<file path="src/rtl/noc_rr_arbiter_pkg.sv">
// ----------------------------------------------------------------------------
// noc_rr_arbiter_pkg
//   Shared definitions for the router output-port round-robin arbiter:
//   default sizing constants, the clog2 constant function and the
//   arbiter state type. The ARB_MAXHOLD_EN macro is left undefined here,
//   so the starvation guard is off unless the build defines it.
// ----------------------------------------------------------------------------
package noc_rr_arbiter_pkg;

   localparam int ARB_N_DEF        = 5;
   localparam int ARB_IDW_DEF      = 3;
   localparam int ARB_MAX_HOLD_DEF = 16;

   // Ceiling log2, for sizing index and counter fields at elaboration.
   function automatic int clog2(input int value);
      int res;
      res = 0;
      while ((1 << res) < value) res++;
      return res;
   endfunction

   typedef enum logic {
      ST_IDLE = 1'b0,
      ST_BUSY = 1'b1
   } arb_state_e;

endpackage

</file>
<file path="src/rtl/noc_rr_arbiter_if.sv">
// ----------------------------------------------------------------------------
// noc_rr_arbiter_if
//   Request/grant bundle between the requesters of one output port and
//   its arbiter.
//   req      N    request vector, held high for the whole packet
//   gnt      N    one-hot grant, all zero when idle
//   gnt_vld  1    |gnt
//   gnt_id   IDW  binary index of the granted requester, 0 when idle
//   Modports: master = requester side, slave = arbiter side.
// ----------------------------------------------------------------------------
interface noc_rr_arbiter_if
   import noc_rr_arbiter_pkg::*;
#(
   parameter int N   = ARB_N_DEF,
   parameter int IDW = ARB_IDW_DEF
) ();

   logic [N-1:0]   req;
   logic [N-1:0]   gnt;
   logic           gnt_vld;
   logic [IDW-1:0] gnt_id;

   modport master (output req, input  gnt, input  gnt_vld, input  gnt_id);
   modport slave  (input  req, output gnt, output gnt_vld, output gnt_id);

endinterface

</file>
<file path="src/rtl/noc_rr_arbiter_pick.sv">
// ----------------------------------------------------------------------------
// rr_prio_pick
//   Combinational rotating-priority picker. Scans req starting at index
//   ptr, ascending and wrapping, and returns the first set bit.
//   req     in   N    request vector
//   ptr     in   IDW  highest-priority index
//   onehot  out  N    winning requester, one-hot (zero if none)
//   id      out  IDW  winning index (zero if none)
//   any     out  1    at least one request present
// ----------------------------------------------------------------------------
module rr_prio_pick
   import noc_rr_arbiter_pkg::*;
#(
   parameter int N   = ARB_N_DEF,
   parameter int IDW = ARB_IDW_DEF
) (
   input  logic [N-1:0]   req,
   input  logic [IDW-1:0] ptr,
   output logic [N-1:0]   onehot,
   output logic [IDW-1:0] id,
   output logic           any
);

   logic [2*N-1:0] dbl;
   logic           found;

   // The lower copy keeps only requests at or above ptr; the upper copy is
   // the full vector. A plain lowest-bit search over the concatenation then
   // yields the wrapped scan without any rotate logic.
   always_comb begin
      // NOTE: every output of a combinational block gets a default first,
      // otherwise paths that skip an assignment infer latches.
      dbl    = '0;
      onehot = '0;
      id     = '0;
      found  = 1'b0;
      for (int i = 0; i < N; i++) begin
         dbl[i]     = req[i] & (i >= int'(ptr));
         dbl[i + N] = req[i];
      end
      for (int i = 0; i < 2*N; i++) begin
         if (!found && dbl[i]) begin
            found           = 1'b1;
            onehot[i % N]   = 1'b1;
            id              = IDW'(i % N);
         end
      end
   end

   assign any = |req;

endmodule

</file>
<file path="src/rtl/noc_rr_arbiter.sv">
// ----------------------------------------------------------------------------
// noc_rr_arbiter
//   N-input round-robin arbiter with grant lock for one router output port.
//   A granted requester keeps the grant while its req stays high; when it
//   drops, the next requester from the rotating pointer takes over on the
//   same edge. All outputs are registered (one cycle req->gnt latency).
//   Optional macro ARB_MAXHOLD_EN adds a max-hold starvation guard: after
//   MAX_HOLD consecutive cycles with other requests pending, the grant is
//   forced to rotate.
//   clk   in  1       clock, rising edge
//   rst   in  1       asynchronous active-high reset
//   arb   slave       req in; gnt / gnt_vld / gnt_id out
// ----------------------------------------------------------------------------
module noc_rr_arbiter
   import noc_rr_arbiter_pkg::*;
#(
   parameter int N        = ARB_N_DEF,
   parameter int IDW      = ARB_IDW_DEF,
   parameter int MAX_HOLD = ARB_MAX_HOLD_DEF
) (
   input logic             clk,
   input logic             rst,
   noc_rr_arbiter_if.slave arb
);

   arb_state_e     st;
   logic [N-1:0]   gnt_q;
   logic [IDW-1:0] gnt_id_q;
   logic [IDW-1:0] ptr;

   logic [N-1:0]   pick_onehot;
   logic [IDW-1:0] pick_id;
   logic           pick_any;
   logic [IDW-1:0] ptr_nxt;
   logic           holder_req;
   logic           expire;
   logic           keep;

   rr_prio_pick #(.N(N), .IDW(IDW)) u_pick (
      .req    (arb.req),
      .ptr    (ptr),
      .onehot (pick_onehot),
      .id     (pick_id),
      .any    (pick_any)
   );

   // The winner drops to lowest priority for the next arbitration.
   assign ptr_nxt    = (pick_id == IDW'(N-1)) ? '0 : pick_id + IDW'(1);

   // gnt_q is zero when idle, so this is also false in ST_IDLE.
   assign holder_req = |(arb.req & gnt_q);

`ifdef ARB_MAXHOLD_EN
   localparam int HCW = (clog2(MAX_HOLD) < 1) ? 1 : clog2(MAX_HOLD);

   logic [HCW-1:0] hold_cnt;

   // hold_cnt saturates at MAX_HOLD-1, so the guard still fires when a
   // competitor shows up after a long uncontended hold.
   assign expire = (hold_cnt == HCW'(MAX_HOLD-1)) && |(arb.req & ~gnt_q);
`else
   assign expire = 1'b0;
`endif

   assign keep = holder_req && !expire;

   always_ff @(posedge clk or posedge rst) begin
      if (rst) begin
         // NOTE: every state flop is reset here; state updates use
         // non-blocking assignments so all flops see pre-edge values.
         st       <= ST_IDLE;
         gnt_q    <= '0;
         gnt_id_q <= '0;
         ptr      <= '0;
`ifdef ARB_MAXHOLD_EN
         hold_cnt <= '0;
`endif
      end else begin
         if (keep) begin
            // Lock: the holder keeps the grant; the pointer already sits
            // one past it from the original grant.
            st <= ST_BUSY;
`ifdef ARB_MAXHOLD_EN
            if (hold_cnt != HCW'(MAX_HOLD-1)) hold_cnt <= hold_cnt + HCW'(1);
`endif
         end else if (pick_any) begin
            // Fresh grant from idle, handover on holder release, or forced
            // rotation; all take effect on this edge with no bubble.
            st       <= ST_BUSY;
            gnt_q    <= pick_onehot;
            gnt_id_q <= pick_id;
            ptr      <= ptr_nxt;
`ifdef ARB_MAXHOLD_EN
            hold_cnt <= '0;
`endif
         end else begin
            st       <= ST_IDLE;
            gnt_q    <= '0;
            gnt_id_q <= '0;
`ifdef ARB_MAXHOLD_EN
            hold_cnt <= '0;
`endif
         end
      end
   end

   assign arb.gnt     = gnt_q;
   assign arb.gnt_vld = (st == ST_BUSY);
   assign arb.gnt_id  = gnt_id_q;

endmodule

</file>
<file path="src/flat_wrapper.sv">
// flat-port wrapper written by rule: the top's interface ports become plain ports
module noc_rr_arbiter_flat import noc_rr_arbiter_pkg::*;
#(
   parameter int N        = ARB_N_DEF,
   parameter int IDW      = ARB_IDW_DEF,
   parameter int MAX_HOLD = ARB_MAX_HOLD_DEF
)
  (clk, rst, arb_req, arb_gnt, arb_gnt_vld, arb_gnt_id);
  noc_rr_arbiter_if #(.N(N), .IDW(IDW)) arb_i ();
  input logic clk;
  input logic rst;
  input wire logic [$bits(arb_i.req)-1:0] arb_req;
  output wire logic [$bits(arb_i.gnt)-1:0] arb_gnt;
  output wire logic [$bits(arb_i.gnt_vld)-1:0] arb_gnt_vld;
  output wire logic [$bits(arb_i.gnt_id)-1:0] arb_gnt_id;
  assign arb_i.req = arb_req;
  assign arb_gnt = arb_i.gnt;
  assign arb_gnt_vld = arb_i.gnt_vld;
  assign arb_gnt_id = arb_i.gnt_id;
  noc_rr_arbiter #(.N(N), .IDW(IDW), .MAX_HOLD(MAX_HOLD)) u_core (.clk(clk), .rst(rst), .arb(arb_i));
endmodule
</file>
<file path="config.mk">
export PLATFORM = sky130hd
export DESIGN_NAME = noc_rr_arbiter_flat
export DESIGN_NICKNAME = d
export VERILOG_FILES = /design/src/rtl/noc_rr_arbiter_pkg.sv /design/src/rtl/noc_rr_arbiter_if.sv /design/src/rtl/noc_rr_arbiter_pick.sv /design/src/rtl/noc_rr_arbiter.sv /design/src/flat_wrapper.sv
export SDC_FILE = /design/constraint.sdc
export NUM_CORES = 1
export LEC_CHECK = 0
export CAP_MARGIN = 20
export CORE_AREA = 2 2 53 45
export CTS_CLUSTER_DIAMETER = 30
export CTS_CLUSTER_SIZE = 28
export DETAILED_ROUTE_END_ITERATION = 7
export DIE_AREA = 0 0 55 47
export PLACE_DENSITY_LB_ADDON = 0.08
export SYNTH_ARGS = -nofsm -noshare
export SYNTH_HDL_FRONTEND = slang
export SYNTH_SLANG_ARGS = --single-unit
export TNS_END_PERCENT = 5
</file>
<file path="constraint.sdc">
create_clock -name clk -period 3.4 [get_ports clk]
set_input_delay 0.68 -clock clk [delete_from_list [all_inputs] [get_ports clk]]
set_output_delay 0.68 -clock clk [all_outputs]
set_load 0.1 [all_outputs]
</file>
Word-level counts from Yosys, hierarchy flattened
Index checks and enable logic that the tools add are counted.
W data, S select, Z words.

operators by class
  reduce and logical (&&, ||, !) cells = 21
  bitwise gates (word level) = 7
  add/subtract/negate cells = 1
  mux-type cells = 32
  eq/ne operators = 1
  magnitude comparators = 5

operator list
  operator               number
  $mux W3                10
  $mux W1                21
  $reduce_or A5 Y1       2
  $logic_and A1 B1 Y1    9
  $logic_not A1 Y1       9
  $ge A1 B3 Y1 const A   2
  $ge A2 B3 Y1 const A   2
  $and A1 B1 Y1          5
  $and A5 B5 Y5          1
  $mux W5                1
  $add A3 B1 Y3 const B  1
  $eq A3 B3 Y1 const B   1
  $ge A3 B3 Y1 const A   1
  $reduce_and A2 Y1      1
  $not A1 Y1             1

word-level totals
  register bits = 12
  output and inout bits = 9

Logic depth before layout (Yosys ltp)
Gate-level depths: netlist of the first run.

  depth in word-level cells = 32
  mapped depth = 10

Modules after synthesis
Synthesis of the first run repeated with hierarchy kept, for this count alone.

second synthesis, totals
  cells, all modules = 109
  area, all modules = 940.9 µm²

by module, submodules not included
  module          times used  cells an instance  area each (µm²)
  noc_rr_arbiter  1           53                 569.3
  rr_prio_pick    1           56                 371.6

Worst setup path after synthesis of the first run
OpenSTA, ideal clock, no wires.

  kind = input to register
  start point = in arb_req[0]
  end point = reg u_core.ptr[1]
  cell stages on the path = 8
  arrival = 2.161 ns
  path slack = 1.114 ns
  data required time = 3.275 ns
  setup time = 0.125 ns
  cell sequence = buf_2 > nor2b_1 > o21ai_0 > nand2b_1 > o31ai_1 > inv_1 > ha_1 > mux2_2

on the way
  longest elaborated chain between the ends = 31

RTL lines
  element                                        RTL line                   source
  start: declaration                             flat_wrapper.sv:12         input wire logic [$bits(arb_i.req)-1:0] arb_req;
  $and A1 B1 Y1                                  noc_rr_arbiter_pick.sv:38  dbl[i] = req[i] & (i >= int'(ptr));
  $mux W1                                        noc_rr_arbiter_pick.sv:42  if (!found && dbl[i]) begin
  $logic_not A1 Y1                               noc_rr_arbiter_pick.sv:42
  $logic_and A1 B1 Y1                            noc_rr_arbiter_pick.sv:42
  $mux W1                                        noc_rr_arbiter_pick.sv:42
  $logic_not A1 Y1                               noc_rr_arbiter_pick.sv:42
  $logic_and A1 B1 Y1                            noc_rr_arbiter_pick.sv:42
  $mux W1                                        noc_rr_arbiter_pick.sv:42
  [16 not listed]                                --
  $logic_and A1 B1 Y1                            noc_rr_arbiter_pick.sv:42
  $mux W1                                        noc_rr_arbiter_pick.sv:42
  $logic_not A1 Y1                               noc_rr_arbiter_pick.sv:42
  $logic_and A1 B1 Y1                            noc_rr_arbiter_pick.sv:42
  $mux W3 (*)                                    noc_rr_arbiter_pick.sv:42
  $add A3 B1 Y3 or $eq A3 B3 Y1 (tied branches)  noc_rr_arbiter.sv:48       assign ptr_nxt = (pick_id == IDW'(N-1)) ? '0 : pick_id + IDW'(1);
  $mux W3 (*)                                    noc_rr_arbiter.sv:48
  net u_core.ptr_nxt[1]                          noc_rr_arbiter.sv:34       logic [IDW-1:0] ptr_nxt;
  end signal: assignment                         noc_rr_arbiter.sv:92       ptr <= ptr_nxt;
  end: declaration                               noc_rr_arbiter.sv:29       logic [IDW-1:0] ptr;

The timed path passes the listed nets; every way through them passes the cells marked *.
A chain may end at the register's enable or synchronous reset.

Final worst setup path of the first run
  start point = in arb_req[1]
  end point = reg u_core.ptr[1]

on the way
  longest elaborated chain between the ends = 29

RTL lines
  element                                        RTL line
  $and A1 B1 Y1                                  noc_rr_arbiter_pick.sv:38
  $logic_and A1 B1 Y1                            noc_rr_arbiter_pick.sv:42
  $mux W1                                        noc_rr_arbiter_pick.sv:42
  $logic_not A1 Y1                               noc_rr_arbiter_pick.sv:42
  $logic_and A1 B1 Y1                            noc_rr_arbiter_pick.sv:42
  $mux W1                                        noc_rr_arbiter_pick.sv:42
  $logic_not A1 Y1                               noc_rr_arbiter_pick.sv:42
  $logic_and A1 B1 Y1                            noc_rr_arbiter_pick.sv:42
  [14 not listed]                                --
  $logic_and A1 B1 Y1                            noc_rr_arbiter_pick.sv:42
  $mux W1                                        noc_rr_arbiter_pick.sv:42
  $logic_not A1 Y1                               noc_rr_arbiter_pick.sv:42
  $logic_and A1 B1 Y1                            noc_rr_arbiter_pick.sv:42
  $mux W3 (*)                                    noc_rr_arbiter_pick.sv:42
  $add A3 B1 Y3 or $eq A3 B3 Y1 (tied branches)  noc_rr_arbiter.sv:48
  $mux W3 (*)                                    noc_rr_arbiter.sv:48
  net u_core.ptr_nxt[1]                          noc_rr_arbiter.sv:34

Marked as above.

==> results of run 1 <==
layout make-up:
type                       instances  area [um^2]  share of cell area (%)
timing repair buffer              19          170                    16.3
clock buffer                       4         36.3                    3.47
inverter                           6         22.5                    2.16
multi-input combinational         73          484                    46.3
tap                               25         31.3                    2.99
sequential                        12          300                    28.7
metal layers:
metal,wire (um),track usage [%]
met4,0,2.44
met5,0,0
met3,149,5.73
met1,962,26.9
met2,928,28.1
registers in the layout, summed over array words and instances (netlist names):
| name | count |
|---|---|
| u_core.arb.gnt | 5 |
| u_core.arb.gnt_id | 3 |
| u_core.arb.gnt_vld | 1 |
| u_core.ptr | 3 |
metrics by stage:
step	util (%)	cells	hold slack (ns)
2_1_floorplan	-	99	0.545
3_3_place_gp	48.8	135	0.463
3_5_place_dp	48.8	135	0.478
4_1_cts	50.6	139	0.496
5_1_grt	50.6	139	0.541
6_report	50.6	139	0.493
cell usage after synthesis, types with 2 or more instances:
| library cell | count | area [um^2] |
|---|---|---|
| o31ai_1 | 2 | 15.0 |
| nand2_1 | 12 | 45.0 |
| a22o_1 | 2 | 17.5 |
| clkbuf_1 | 3 | 11.3 |
| dfrtp_1 | 12 | 300 |
| nor2_1 | 6 | 22.5 |
| a31oi_1 | 2 | 12.5 |
| a21oi_1 | 3 | 15.0 |
| o21ai_0 | 9 | 45.0 |
| nand3b_1 | 2 | 15.0 |
| ha_1 | 2 | 25.0 |
| nand3_1 | 2 | 10.0 |
| nand2b_1 | 3 | 18.8 |
| buf_2 | 2 | 10.0 |
| inv_1 | 6 | 22.5 |
| buf_6 | 2 | 22.5 |
| nor2b_1 | 3 | 18.8 |
| a21o_1 | 3 | 22.5 |
how the worst max path moves through the flow:
stage / endpoint / slack, ns / depth (start not counted)
final: u_core.ptr[1] / 0.86 / 8
after global routing: u_core.ptr[1] / 0.71 / 8
after CTS: u_core.ptr[1] / 0.90 / 7
after detailed placement: u_core.ptr[1] / 0.60 / 7
after global placement: u_core.ptr[1] / 0.60 / 8
after floorplan: u_core.ptr[1] / 1.11 / 8
logic make-up after synthesis:
| kind of cell | Yosys count | share of synthesized area [%] |
|---|---|---|
| buffers and inverters | 14 | 9.39 |
| muxes | 2 | 2.46 |
| DFF | 12 | 34.7 |
| AOI/OAI and AO/OA | 35 | 29.3 |
| and+or+nand+nor | 34 | 21.2 |
| adders and majority gates | 2 | 2.89 |
critical path, cell delays in order:
cell and delay (ns):
clkdlybuf4s50_1 0.57, nor2_1 0.31, a31oi_1 0.13, o31ai_1 0.27, buf_4 0.18, inv_1 0.04
ha_1 0.27, mux2_2 0.25
layout by cell type, fill, tap and decap left out, types with 2 or more instances in the layout:
master	netlist	layout
a21o_1	3	3
clkdlybuf4s50_1	0	11
o21ai_0	9	9
nand3_1	2	2
a21oi_1	3	3
a31oi_1	2	2
nor2_1	6	6
clkbuf_4	0	3
a22o_1	2	2
o31ai_1	2	2
nand3b_1	2	2
inv_1	6	6
nor2b_1	3	3
buf_4	0	8
dfrtp_1	12	12
nand2b_1	3	3
nand2_1	12	12
ha_1	2	2
==> flow_summary_export.csv, run 1 <==
group,metric,value,unit
run_status,status,"finished, final reports clean",
job,max_cap_violations,0,
clocking,cts_tree,"done",
drt,drt_pass1_iterations,4,
setup_path,r2r_slack,1.13,ns
grt,grt_max_degree,16,
clocking,clk_latency,0.27,ns
drt,vias_per_cell,5.86,
setup_path,path_class,"primary input to register",
grt,grt_pass1_vias,725,
sta,setup_tns,0,ns
place,dpl_cell_area,0.00101,mm^2
sta,fin_skew,0.00601,ns
drt,wirelength,2040,um
grt,overflow,0,
sta,hold_viol,0,
sta,max_freq,394,MHz
setup_path,r2r_cells,6,
worst_hold_path,min_to,"u_core.arb.gnt_id[0]",
place,gp_congestion,0.863,
clocking,clk_pin_slew,0.07,ns
layout,drive_above_1_share,16.7,%
setup_path,reg2reg_from,"u_core.ptr[1]",
drt,drc,0,
worst_hold_path,worstHoldStart,"u_core.arb.gnt_id[0]",
place,place_hpwl,1500,um
sta,slew_violations,0,
setup_path,critical_path_required,3.56,ns
sta,rsz0062_at_grt,"false",
sta,setup_slack,0.865,ns
grt,antenna_found_initial,0,
clocking,clk_path_buf_depth,2,
floorplan,dieArea,0.00259,mm^2
layout,fillers,205,
synth,ys_seq_area_share,34.7,%
drt,wl_per_cell,14.7,um
clocking,post_cts_buffers,0,
clocking,cts_num_sinks,12,
synth,synth-async-reset-ratio,100,%
synth,postSynthCellCount,99,
setup_path,cp-end-kind,"register",
sta,worst_pin_slew,0.960,ns
clocking,hold_buffers,0,
setup_path,startpoint,"arb_req[1]",
clocking,cts_root_buf,"clkbuf_4",
synth,syn_nets,108,
clocking,cts_buffers,3,
grt,grtUsageTotal,18.6,%
sta,finalCriticalPeriod,2.54,ns
drt,vias,815,
floorplan,ioPinCount,16,
synth,synth-edff-count,0,
worst_hold_path,hold_class,"register to register",
layout,finalNetCount,124,
setup_path,reg2reg_to,"u_core.ptr[1]",
floorplan,die_w,55,um
place,dpl_worst_slack,0.604,ns
floorplan,coreArea,0.00206,mm^2
sta,setup_viol_count_final,0,
floorplan,start_util,41.9,%
synth,ys_types,41,
drt,drtIter0Drc,24,
synth,synth-warning-count,0,
setup_path,start_kind,"primary input",
layout,fin_area,0.00104,mm^2
setup_path,critPathArrivalTime,2.69,ns
sta,slew_headroom,35.8,%
clocking,cts_max_level,1,
sta,finalCritPeriodShare,74.6,%
layout,diodes,0,
layout,area_growth,20.7,%
place,portBuffers,15,
clocking,ctsResizeCount,0,
floorplan,std_cell_rows,15,
floorplan,die_h,47,um
worst_hold_path,whs_path_depth,2,
synth,ys_seq_elements,12,
grt,grt_pass1_wl,3390,um
setup_path,cp_max_fo,9,
drt,ant_nets,0,
synth,avgSynthCellArea,8.75,um^2
synth,synthFlopType,"dfrtp_1",
synth,synthesis.area,866,um^2
Power of run 1 is not shown: default switching activity piles up to over one toggle a cycle in this logic, so the estimate is an artifact.
==> run 2, diff against run 1 <==
==> constraint.sdc (replaced) <==
create_clock -name clk -period 2.5 [get_ports clk]
set_input_delay 0.5 -clock clk [delete_from_list [all_inputs] [get_ports clk]]
set_output_delay 0.5 -clock clk [all_outputs]
set_load 0.1 [all_outputs]
==> flow_summary_export.csv, run 2 (synthesis gave the netlist of run 1 again) <==
group,metric,value,unit
run_status,status,"finished, final reports clean",
sta,finalCritPeriodShare,91.3,%
floorplan,die_w,55,um
setup_path,cp-end-kind,"register",
setup_path,slowest_stage,"clkdlybuf4s50_1",
layout,area_growth,28.8,%
clocking,cts_buffers,3,
layout,largest_reg_flops,5,
grt,grt_max_degree,13,
floorplan,start_util,41.9,%
worst_hold_path,hold_class,"register to register",
setup_path,reg2reg_from,"u_core.ptr[0]",
layout,final_cell_mix,"buf_4 (24), nand2_1 (12), dfrtp_1 (12)",
clocking,clk_pin_slew,0.07,ns
clocking,post_cts_buffers,0,
setup_path,reg2reg_to,"u_core.ptr[0]",
setup_path,r2r_slack,0.35,ns
setup_path,path_class,"primary input to register",
sta,worst_pin_slew,0.485,ns
place,place_hpwl,1630,um
layout,fillers,202,
drt,drtIter0Drc,20,
sta,slew_headroom,67.7,%
drt,drt_pass1_iterations,4,
clocking,cts_max_level,1,
sta,slew_violations,0,
sta,fin_skew,0.00785,ns
power,switching_share,55.8,%
power,p_int,708,uW
clocking,cts_root_buf,"clkbuf_4",
clocking,cts_num_sinks,12,
setup_path,path_delay_family,"compound AO/OA/AOI/OAI gates",
job,max_cap_violations,0,
clocking,clk_latency,0.28,ns
floorplan,std_cell_rows,15,
setup_path,path_cells,"clkdlybuf4s50_1 > or3b_4 > a41oi_2 > nand3_1 > o211ai_2 > ha_1 > a21oi_1 > a22o_1",
layout,final_common_cell,"buf_4",
grt,grt_pass1_wl,3540,um
sta,hold_viol,0,
setup_path,r2r_cells,7,
worst_hold_path,min_to,"u_core.arb.gnt_id[0]",
drt,vias,822,
layout,drive_above_1_share,28.0,%
layout,diodes,0,
floorplan,dieArea,0.00259,mm^2
place,gp_congestion,0.874,
power,switching_power,893,uW
grt,grtUsageTotal,19.9,%
layout,multi_input_area,484,um^2
clocking,cts_tree,"done",
layout,finalNonFillerCells,150,
layout,finalNetCount,135,
grt,grt_pass1_vias,756,
sta,max_freq,438,MHz
setup_path,critPathArrivalTime,2.44,ns
setup_path,start_kind,"primary input",
clocking,clk_path_buf_depth,2,
clocking,hold_buffers,0,
place,portBuffers,15,
layout,final-seq-area,300,um^2
grt,antenna_found_initial,0,
sta,rsz0062_at_grt,"false",
power,p_seq_share,23.7,%
drt,ant_nets,0,
power,p_leak,0.000527,uW
worst_hold_path,worstHoldStart,"u_core.arb.gnt_id[0]",
place,dp_cells,146,
floorplan,die_h,47,um
setup_path,crit_path_max_incr_delay,0.46,ns
setup_path,cp_max_fo,4,
power,clockPowerShare,10.0,%
power,ir_drop,0.698,mV
power,p_per_area,1440,mW/mm^2
sta,setup_viol_count_final,0,
setup_path,critical_path_required,2.66,ns
floorplan,ioPinCount,16,
sta,hold_ws,0.495,ns
sta,finalCriticalPeriod,2.28,ns
drt,drc,0,
worst_hold_path,whs_path_depth,2,
grt,overflow,0,
drt,wl_per_cell,14.8,um
floorplan,coreArea,0.00206,mm^2
setup_path,worst-path-buf-inv,1,
drt,vias_per_cell,5.48,
clocking,ctsResizeCount,0,
drt,wirelength,2220,um
power,comb_power_share,66.3,%
[run 2: worst max-delay path by stage]
stage,start,endpoint,slack [ns],cells after the start
after floorplan,arb_req[0],u_core.ptr[1],0.39,8
after global placement,arb_req[4],u_core.ptr[1],-0.03,7
after detailed placement,arb_req[4],u_core.ptr[1],-0.07,7
after CTS,arb_req[4],u_core.ptr[0],0.22,8
after global routing,arb_req[4],u_core.ptr[2],0.09,10
final,arb_req[4],u_core.ptr[0],0.22,8
[run 2: tightest hold or removal path, stage by stage, from the launching register on]
cell and delay [ns]:
dfrtp_1 0.35, nand2_1 0.05, o21ai_0 0.06
[run 2: cell type report]
| cell class | count | share of cell area [%] |
|---|---|---|
| repair buffers | 30 | 21.5 |
| inverters | 6 | 2.02 |
| well taps | 25 | 2.81 |
| clock buffers | 4 | 3.25 |
| flip-flops and latches | 12 | 26.9 |
| multi-input cells | 73 | 43.4 |
[run 2: routing by layer]
layer  GRT usage [%]  wire length (um)  vias up
li1                -                 -      412
met1            26.1              1080      393
met2            30.5              1020       15
met3            6.05                97        2
met4            8.29                18        0
met5               0                 0        -
[run 2: stage by stage]
stage | instance area, um^2 | util, % | setup TNS [ns] | worst slack, ns | power, uW
floorplan | 866 | - | 0 | 0.394 | 1170
global placement | 1080 | 52.2 | -0.0394 | -0.0281 | 1420
detailed placement | 1080 | 52.2 | -0.155 | -0.0687 | 1440
CTS | 1110 | 54.0 | 0 | 0.217 | 1600
global route | 1110 | 54.0 | 0 | 0.0873 | 1710
finish | 1110 | 54.0 | 0 | 0.219 | 1600
[run 2: power by group through the flow]
stage                     registers, uW  clock network, uW  logic [uW]
after floorplan                     710                  0         463
after global placement              373                  0        1050
after detailed placement            381                  0        1060
after CTS                           378                161        1070
after global routing                391                173        1140
final                               380                160        1060
No activity file was read; power rests on OpenSTA's default activity.
